File: config.mk
export PLATFORM = sky130hd
export DESIGN_NAME = alu_ccr_ctrl
export DESIGN_NICKNAME = d
export VERILOG_FILES = /design/src/rtl/alu_pkg.sv /design/src/rtl/ccr_stack.sv /design/src/rtl/alu_ccr_ctrl.sv
export SDC_FILE = /design/constraint.sdc
export NUM_CORES = 1
export LEC_CHECK = 0
export CAP_MARGIN = 20
export CORE_MARGIN = 2
export CORE_UTILIZATION = 47
export DETAILED_ROUTE_END_ITERATION = 7
export PLACE_DENSITY = 0.79
export SYNTH_ARGS = -nofsm -noshare
export SYNTH_HDL_FRONTEND = slang
export SYNTH_SLANG_ARGS = --single-unit
File: constraint.sdc
create_clock -name clk -period 2.81 [get_ports clk]
set_input_delay 0.562 -clock clk [delete_from_list [all_inputs] [get_ports clk]]
set_output_delay 0.562 -clock clk [all_outputs]
set_load 0.02 [all_outputs]
File: src/rtl/alu_pkg.sv
// Shared ALU definitions: function codes, CCR flag indices,
// branch condition encodings and CCR sequencer states.
package alu_pkg;

    localparam logic [5:0] ALU_FUN_ADD  = 6'd2;
    localparam logic [5:0] ALU_FUN_SUB  = 6'd3;
    localparam logic [5:0] ALU_FUN_OR   = 6'd5;
    localparam logic [5:0] ALU_FUN_RLC  = 6'd6;
    localparam logic [5:0] ALU_FUN_RRC  = 6'd7;
    localparam logic [5:0] ALU_FUN_SETC = 6'd8;
    localparam logic [5:0] ALU_FUN_CLRC = 6'd9;
    localparam logic [5:0] ALU_FUN_NOT  = 6'd14;
    localparam logic [5:0] ALU_FUN_NEG  = 6'd15;
    localparam logic [5:0] ALU_FUN_INC  = 6'd16;
    localparam logic [5:0] ALU_FUN_DEC  = 6'd17;
    localparam logic [5:0] ALU_FUN_LOOP = 6'd22;

    localparam int FLAG_Z = 0;
    localparam int FLAG_N = 1;
    localparam int FLAG_C = 2;
    localparam int FLAG_V = 3;

    localparam logic [1:0] BR_JZ = 2'd0;
    localparam logic [1:0] BR_JN = 2'd1;
    localparam logic [1:0] BR_JC = 2'd2;
    localparam logic [1:0] BR_JV = 2'd3;

    typedef enum logic [1:0] {
        CCR_RUN     = 2'd0,
        CCR_SAVE    = 2'd1,
        CCR_RESTORE = 2'd2
    } ccr_state_e;

    function automatic logic [3:0] upd_mask(input logic [5:0] fun);
        logic [3:0] m;
        m = 4'b0000;
        case (fun)
            ALU_FUN_ADD, ALU_FUN_SUB:
                m = 4'b1111;
            ALU_FUN_OR, ALU_FUN_NOT, ALU_FUN_NEG,
            ALU_FUN_INC, ALU_FUN_DEC, ALU_FUN_LOOP: begin
                m[FLAG_N] = 1'b1;
                m[FLAG_Z] = 1'b1;
            end
            ALU_FUN_RLC, ALU_FUN_RRC,
            ALU_FUN_SETC, ALU_FUN_CLRC:
                m[FLAG_C] = 1'b1;
            default:
                m = 4'b0000;
        endcase
        return m;
    endfunction

endpackage

File: src/rtl/ccr_stack.sv
// Shadow CCR LIFO used to save flags across nested interrupts.
module ccr_stack
    import alu_pkg::*;
#(
    parameter int DEPTH = 2,
    parameter int W     = 4,
    parameter int LW    = $clog2(DEPTH + 1)
) (
    input  logic          clk,
    input  logic          reset,
    input  logic          push_i,
    input  logic          pop_i,
    input  logic [W-1:0]  din_i,
    output logic [W-1:0]  top_o,
    output logic [LW-1:0] level_o,
    output logic          full_o,
    output logic          empty_o
);

    logic [W-1:0]  mem_q [DEPTH];
    logic [LW-1:0] lvl_q;

    assign full_o  = (lvl_q == LW'(DEPTH));
    assign empty_o = (lvl_q == '0);
    assign level_o = lvl_q;

    always_ff @(posedge clk) begin
        if (!reset) begin
            lvl_q <= '0;
            for (int i = 0; i < DEPTH; i++) mem_q[i] <= '0;
        end else if (push_i && !full_o) begin
            for (int i = 0; i < DEPTH; i++)
                if (lvl_q == LW'(i)) mem_q[i] <= din_i;
            lvl_q <= lvl_q + LW'(1);
        end else if (pop_i && !empty_o) begin
            lvl_q <= lvl_q - LW'(1);
        end
    end

    always_comb begin
        top_o = '0;
        for (int i = 0; i < DEPTH; i++)
            if (lvl_q == LW'(i + 1)) top_o = mem_q[i];
    end

endmodule

File: src/rtl/alu_ccr_ctrl.sv
// Condition-code register: flag masking/forwarding, branch
// resolution and interrupt save/restore sequencing.
module alu_ccr_ctrl
    import alu_pkg::*;
#(
    parameter int FUN_W      = 6,
    parameter int FLAG_W     = 4,
    parameter int NEST_DEPTH = 2,
    parameter int LW         = $clog2(NEST_DEPTH + 1)
) (
    input  logic              clk,
    input  logic              reset,
    input  logic              stall,
    input  logic              ex_valid,
    input  logic [FUN_W-1:0]  alu_fun,
    input  logic [FLAG_W-1:0] alu_flags,
    input  logic              br_valid,
    input  logic [1:0]        br_cond,
    input  logic              int_req,
    input  logic              rti_req,
    output logic [FLAG_W-1:0] ccr,
    output logic              carry_in,
    output logic              br_taken,
    output logic              int_ack,
    output logic              rti_done,
    output logic              busy,
    output logic [LW-1:0]     nest_lvl
);

    ccr_state_e        state_q, state_d;
    logic [FLAG_W-1:0] ccr_q, ccr_d;
    logic [FLAG_W-1:0] mask, ccr_fwd, clr;
    logic [FLAG_W-1:0] stk_top;
    logic [1:0]        sel;
    logic              run, push, pop;
    logic              stk_full, stk_empty;

    assign run = (state_q == CCR_RUN);

    always_comb begin
        mask = '0;
        if (ex_valid && !stall && run)
            mask = FLAG_W'(upd_mask(alu_fun));
    end

    assign ccr_fwd = (ccr_q & ~mask) | (alu_flags & mask);

    always_comb begin
        sel = 2'(FLAG_Z);
        unique case (br_cond)
            BR_JZ: sel = 2'(FLAG_Z);
            BR_JN: sel = 2'(FLAG_N);
            BR_JC: sel = 2'(FLAG_C);
            BR_JV: sel = 2'(FLAG_V);
        endcase
    end

    assign br_taken = br_valid & ~stall & run & ccr_fwd[sel];
    // a taken branch consumes its flag, overriding any same-cycle set
    assign clr = br_taken ? (FLAG_W'(1) << sel) : '0;

    always_comb begin
        state_d = state_q;
        ccr_d   = ccr_q;
        push    = 1'b0;
        pop     = 1'b0;
        unique case (state_q)
            CCR_RUN: begin
                if (!stall) begin
                    ccr_d = ccr_fwd & ~clr;
                    if (int_req && !stk_full)
                        state_d = CCR_SAVE;
                    else if (rti_req && !stk_empty)
                        state_d = CCR_RESTORE;
                end
            end
            CCR_SAVE: begin
                push    = 1'b1;
                state_d = CCR_RUN;
            end
            CCR_RESTORE: begin
                pop     = 1'b1;
                ccr_d   = stk_top;
                state_d = CCR_RUN;
            end
            default: state_d = CCR_RUN;
        endcase
    end

    always_ff @(posedge clk) begin
        if (!reset) begin
            state_q <= CCR_RUN;
            ccr_q   <= '0;
        end else begin
            state_q <= state_d;
            ccr_q   <= ccr_d;
        end
    end

    ccr_stack #(
        .DEPTH (NEST_DEPTH),
        .W     (FLAG_W),
        .LW    (LW)
    ) u_stack (
        .clk     (clk),
        .reset   (reset),
        .push_i  (push),
        .pop_i   (pop),
        .din_i   (ccr_q),
        .top_o   (stk_top),
        .level_o (nest_lvl),
        .full_o  (stk_full),
        .empty_o (stk_empty)
    );

    assign ccr      = ccr_q;
    assign carry_in = ccr_q[FLAG_C];
    // reset masks the sequencer pulses so an aborted save never acks
    assign int_ack  = reset & (state_q == CCR_SAVE);
    assign rti_done = reset & (state_q == CCR_RESTORE);
    assign busy     = reset & (state_q != CCR_RUN);

endmodule

# ---- Yosys cells after proc, flatten, opt, wreduce, memory -nomap -nowiden
# Memories as Yosys holds them, arrays and structs flattened.
# Index checks and enable logic that the tools add are counted.
dict set report op_classes {
  add_sub_neg 2
  n_lt_le_gt_ge 1
  n_eq_ne 20
  n_shift 1
  n_mux 29
  n_bitwise 15
  reduce_logical 22
}
# op n
set ops {}
lappend ops {{$mux W4} 7}
lappend ops {{$eq A6 B4 Y1 const B} 4}
lappend ops {{$eq A6 B3 Y1 const B} 3}
lappend ops {{$eq A6 B5 Y1 const B} 3}
lappend ops {{$mux W1} 14}
lappend ops {{$and A4 B4 Y4} 3}
lappend ops {{$eq A6 B2 Y1 const B} 2}
lappend ops {{$mux W2} 5}
lappend ops {{$eq A2 B2 Y1 const B} 4}
lappend ops {{$not A4 Y4} 2}
lappend ops {{$pmux W2 S4} 1}
lappend ops {{$pmux W4 S2} 1}
lappend ops {{$reduce_bool A2 Y1} 4}
lappend ops {{$reduce_or A8 Y1} 1}
lappend ops {{$and A1 B1 Y1} 6}
lappend ops {{$eq A2 B1 Y1 const B} 3}
lappend ops {{$logic_and A1 B1 Y1} 6}
lappend ops {{$logic_not A2 Y1} 3}
lappend ops {{$reduce_and A2 Y1} 3}
lappend ops {{$reduce_or A6 Y1} 1}
lappend ops {{$or A4 B4 Y4} 1}
lappend ops {{$shl A1 B2 Y4 const A} 1}
lappend ops {{$logic_not A1 Y1} 3}
lappend ops {{$lt A2 B3 Y1 const B} 1}
lappend ops {{other kinds (7)} 8}
dict set report word_totals {
  reg_bits 8
  mem_bits_rw 8
  in_bits 19
  output_inout_bits 11
  elab_cells 94
  n_memories 1
}
# memory words word_bits read_ports rd_clocked_by_memory_dff wr line
set mem_list {}
lappend mem_list {u_stack.mem_q 2 4 2 0 2 ccr_stack.sv:20} ;# logic [W-1:0] mem_q [DEPTH];

# ---- Logic depth before layout (Yosys ltp)
dict set report depth {
  depth_word 15
  mapped_depth 8
  ltp_nobuf 7
}

# ---- Hierarchy
# From an unflattened synthesis, not the netlist that was laid out.
dict set report hier_totals {
  hier_cells 115
  hier_area_um2 1078.5
}
# module n_inst cells_per_inst area_each_um2 seq_area_each_um2
set by_module_without_submodules {}
lappend by_module_without_submodules {alu_ccr_ctrl 1 72 596.8 120.1}
lappend by_module_without_submodules {ccr_stack 1 43 481.7 280.3}

# ---- Worst setup path after synthesis
# OpenSTA, ideal clock, no wires.
dict set report synth_path {
  path_kind {in2out}
  start {in alu_fun[1]}
  end {out br_taken}
  arrival_time_ps 2062
  setup_slack_ps 186
  stages 5
  path_buffers 0
  cell_sequence {or4b_1 -> o311a_2 -> a21oi_4 -> mux2i_1 -> or4_1}
}
dict set report synth_between {
  elab_chain_len 10
  elab_cells_between_ends 26
  cone_classes {eq/ne: 12; mux: 6; bitwise: 5; reduce/logical: 3}
}
# item line
set synth_lines {}
lappend synth_lines {{from (decl)} alu_ccr_ctrl.sv:15} ;# input logic [FUN_W-1:0] alu_fun,
lappend synth_lines {{$eq A6 B2 Y1, or another cell as far along} alu_pkg.sv:37} ;# case (fun)
lappend synth_lines {{$reduce_or A8 Y1 (no line), or another cell as far along} n/a}
lappend synth_lines {{$mux W2 / $mux W1 (equally long branches)} alu_pkg.sv:37}
lappend synth_lines {{$mux W4 (*)} alu_ccr_ctrl.sv:42} ;# if (ex_valid && !stall && run)
lappend synth_lines {{$not A4 Y4} alu_ccr_ctrl.sv:46} ;# assign ccr_fwd = (ccr_q & ~mask) | (alu_flags & mask);
lappend synth_lines {{$and A4 B4 Y4} alu_ccr_ctrl.sv:46}
lappend synth_lines {{$or A4 B4 Y4 (*)} alu_ccr_ctrl.sv:46}
lappend synth_lines {{$bmux W1 S2 (*)} alu_ccr_ctrl.sv:58} ;# assign br_taken = br_valid & ~stall & run & ccr_fwd[sel];
lappend synth_lines {{$mux W1 (not written as such) (*)} alu_ccr_ctrl.sv:58}
lappend synth_lines {{$and A1 B1 Y1 (*)} alu_ccr_ctrl.sv:58}
lappend synth_lines {{to (decl)} alu_ccr_ctrl.sv:23} ;# output logic br_taken,
# Every way passes the cells marked *; elsewhere a longest branch is shown, timed or not. The select of a mux whose other input is x is not followed.

# ---- Worst setup path in the final report
# Ends and elaborated chain as after synthesis.

==> key figures <==
STA
  – Period utilisation layout: 101%
  – Setup violators final: 1
  – Final hold vios: 0
  – Layout Skew: 0.000729 ns
  – Worst-Margin Slew: 0.583 ns
  – Final slew viol count: 0
  – Highest clock rate: 353 MHz
  – Setup TNS Final: -0.0258 ns
  – Relative slew slack: 60.7%
  – Setup repair after global routing missed its margin: yes
  – Min cycle time layout: 2.84 ns
  – Worst setup margin: -0.0258 ns

Clocking
  – Max clock buf depth: 2
  – Clk Latency, worst-skew pair: 0.28 ns
  – CTS Buf Count: 3
  – Hold Buf Count CTS: 0
  – CTS tree: done
  – Num Clock Sinks: 16
  – Clock slew at reported path FFs: 0.09 ns
  – H-tree Lvls: 1
  – Root buffer cell: clkbuf_4

Routing
  – Via/cell ratio: 5.62
  – Total routed wirelength: 3270 um
  – Iteration count of the initial detailed-routing pass: 4
  – Vias: 1169
  – Final ANT Viol Nets: 0
  – 1st-iter DRT viols: 34
  – Routed len/inst: 15.7 um
  – Number of remaining DRC errors: 0

Synth
  – Synthesis-stage register bit count: 16
  – Count leader, synth: nand2_1
  – Netlist cell types: 41
  – Top-area cell type share of the netlist area: 22.9%
  – Post-Synthesis Cells: 118
  – Yosys warnings: 0
  – FFs w/ async S/R, synth: 0%
  – Syn Area/Cell: 8.90 um2
  – Syn_nets: 140
  – EDFF count, synth: 8
  – Sequential share of the synthesized area: 38.1%
  – Area leader, netlist: edfxtp_1
  – Top post-synthesis cells by area: edfxtp_1, dfxtp_1, mux2i_1, o21ai_0, nand2_1
  – Post-synth top flop: edfxtp_1
  – Synth top cells by count: nand2_1, o21ai_0
  – Synth Cell Area: 0.00105 mm2

Pwr
  – Clock power frac: 22.7%
  – Power density over cell area: 316 mW/mm2
  – Internal power: 387 uW
  – Power, Total: 539 uW
  – Logic pwr share: 28.4%
  – Peak VDD IR: 0.330 mV
  – Switch Pwr: 152 uW
  – P_leak: 0.000706 uW
  – Sequential share of power: 48.9%
  – Switching Fraction: 28.2%

Place
  – Number of port buffers: 29
  – Dpl hpwl: 2190 um
  – RePlAce Congestion: 0.845

Setup path
  – Crit-path leading delay family: simple AND/OR/NAND/NOR gates
  – Worst setup EP type: output pin
  – CP Data Required Time: 2.25 ns
  – Setup CP Type: in -> out
  – Most used cell, CP: buf_6
  – Worst path cell trace: buf_6, or4b_4, o311a_4, a21oi_4, mux2i_2, or4_4, buf_6
  – Worst Path Max Fanout: 2
  – Worst path slowest cell: or4b_4
  – Worst Path Buf+Inv: 2
  – Worst R2R Setup Slack: 0.23 ns
  – CP max stage delay: 0.53 ns
  – Crit path DAT: 2.27 ns
  – CP startpoint kind: primary input

Run
  – MaxCap Viol Count: 0

Global routing
  – Vias in the first global route: 1137
  – All-Layer GR Usage: 26.2%
  – Largest net degree at the start of global routing: 12
  – First-pass GRT wire length: 5120 um
  – Initial antenna violation count: 0
  – Gr ovfl total: 0

Worst hold path
  – Worst hold path class: reg -> reg

Die
  – I/O Pins: 30
  – Chip height: 51.3 um
  – Area of the core: 0.00217 mm2
  – Row count: 17
  – DIE AREA: 0.00263 mm2
  – Die width: 51.3 um
  – Starting Density: 48.4%

Cells and area
  – Synth-to-layout area growth: 62.6%
  – Layout cell share with drive strength beyond 1: 32.2%
  – Fill cell total of the finished layout: 137
  – Ant diodes: 0
  – Nets@finish: 203

Run status
  – Status: complete, but fails checks
  – Failing checks: negative setup slack
## final timing paths
| kind | from | to | cells after the start |
|---|---|---|---|
| hold / removal | u_stack.level_o[1]$_SDFFE_PN0P_ | u_stack.level_o[1]$_SDFFE_PN0P_ | 2 |
| setup / recovery | alu_fun[1] | br_taken | 7 |
| hold reg to reg | u_stack.level_o[1]$_SDFFE_PN0P_ | u_stack.level_o[1]$_SDFFE_PN0P_ | 2 |
| setup reg to reg | state_q[0]$_SDFFE_PN0P_ | ccr[3]$_SDFFE_PN0P_ | 15 |
## power groups by stage
stage,clock [uW],combinational [uW],sequential [uW]
finish,122,153,263
global route,133,164,265
detailed placement,0,133,268
CTS,125,145,263
global placement,0,129,267
floorplan,0,58.3,271
## state kept, by name (all words and copies together), names as in the netlist
name,cells
state_q,2
u_stack.mem_q,8
u_stack.level_o,2
ccr,4
## cell type report
cell class,instances,area (um2),area share (%)
Inverter,8,30.0,1.76
Sequential cell,16,400,23.5
Tap cell,28,35.0,2.05
Multi-Input combinational cell,89,679,39.8
Clock inverter,1,3.75,0.220
Timing Repair Buffer,63,536,31.4
Clock buffer,3,22.5,1.32
## layer usage
metal	share of wire [%]	routed length, um	GRT usage, %	vias up
li1	-	-	-	558
met1	42	1380	29.5	558
met2	51	1680	50.0	47
met3	4.9	159	4.09	6
met4	1.5	49	8.33	0
met5	0	0	0	-
## repair_timing
action / CTS / global route
setup endpoints to repair: 1 / 2
pin swaps: 10 / 5
resized for setup: 40 / 8
gates cloned: 0 / 0
buffers inserted: 13 / 3
## worst register-to-register path: stages (launching register included)
cell      delay (ns)
dfxtp_1         0.37
nor3_4          0.25
nand4_1         0.13
mux2i_1         0.27
nor3_2          0.08
buf_4           0.14
buf_4           0.12
buf_4           0.12
buf_4           0.12
buf_4           0.12
buf_4           0.12
buf_4           0.12
buf_4           0.12
buf_4           0.12
buf_4           0.12
a211oi_1        0.18
## metrics by stage
step | worst slack [ns] | hold slack [ns] | instance area (um2) | cells | util [%]
floorplan | 0.186 | 0.565 | 1050 | 118 | -
global placement | -0.676 | 0.545 | 1490 | 188 | 68.6
detailed placement | -0.727 | 0.564 | 1490 | 188 | 68.6
CTS | 0.00363 | 0.580 | 1660 | 205 | 76.5
global route | -0.0521 | 0.631 | 1710 | 208 | 78.7
finish | -0.0258 | 0.579 | 1710 | 208 | 78.7
## layout by cell type, fill, tap and decap left out, types with 2 or more instances in the layout
master,netlist,layout
a22oi_1,3,3
and3_1,3,3
buf_2,0,3
nand3b_1,2,2
edfxtp_1,8,8
or4b_4,0,2
dlygate4sd2_1,0,3
and2_1,5,5
a211oi_1,2,2
inv_1,8,8
a32o_1,2,2
clkbuf_4,0,3
clkdlybuf4s50_1,0,19
nor2_1,8,8
o21ai_0,11,10
nand2_1,14,14
mux2i_2,0,3
a22o_1,2,2
mux2i_1,6,3
dfxtp_1,8,8
buf_6,0,3
nor3_4,0,2
buf_4,1,33
ha_1,3,3
## cells by family after synthesis
group / after synthesis / synth area share, %
adder cells (fa/ha/maj): 3 / 3.58
AO/OA/AOI/OAI: 29 / 20.0
XOR/XNOR: 1 / 0.834
flip-flops: 16 / 38.1
buffers and inverters: 13 / 5.01
multiplexers: 6 / 5.72
AND/OR/NAND/NOR: 50 / 26.7
(Power assumes the default switching activity.)
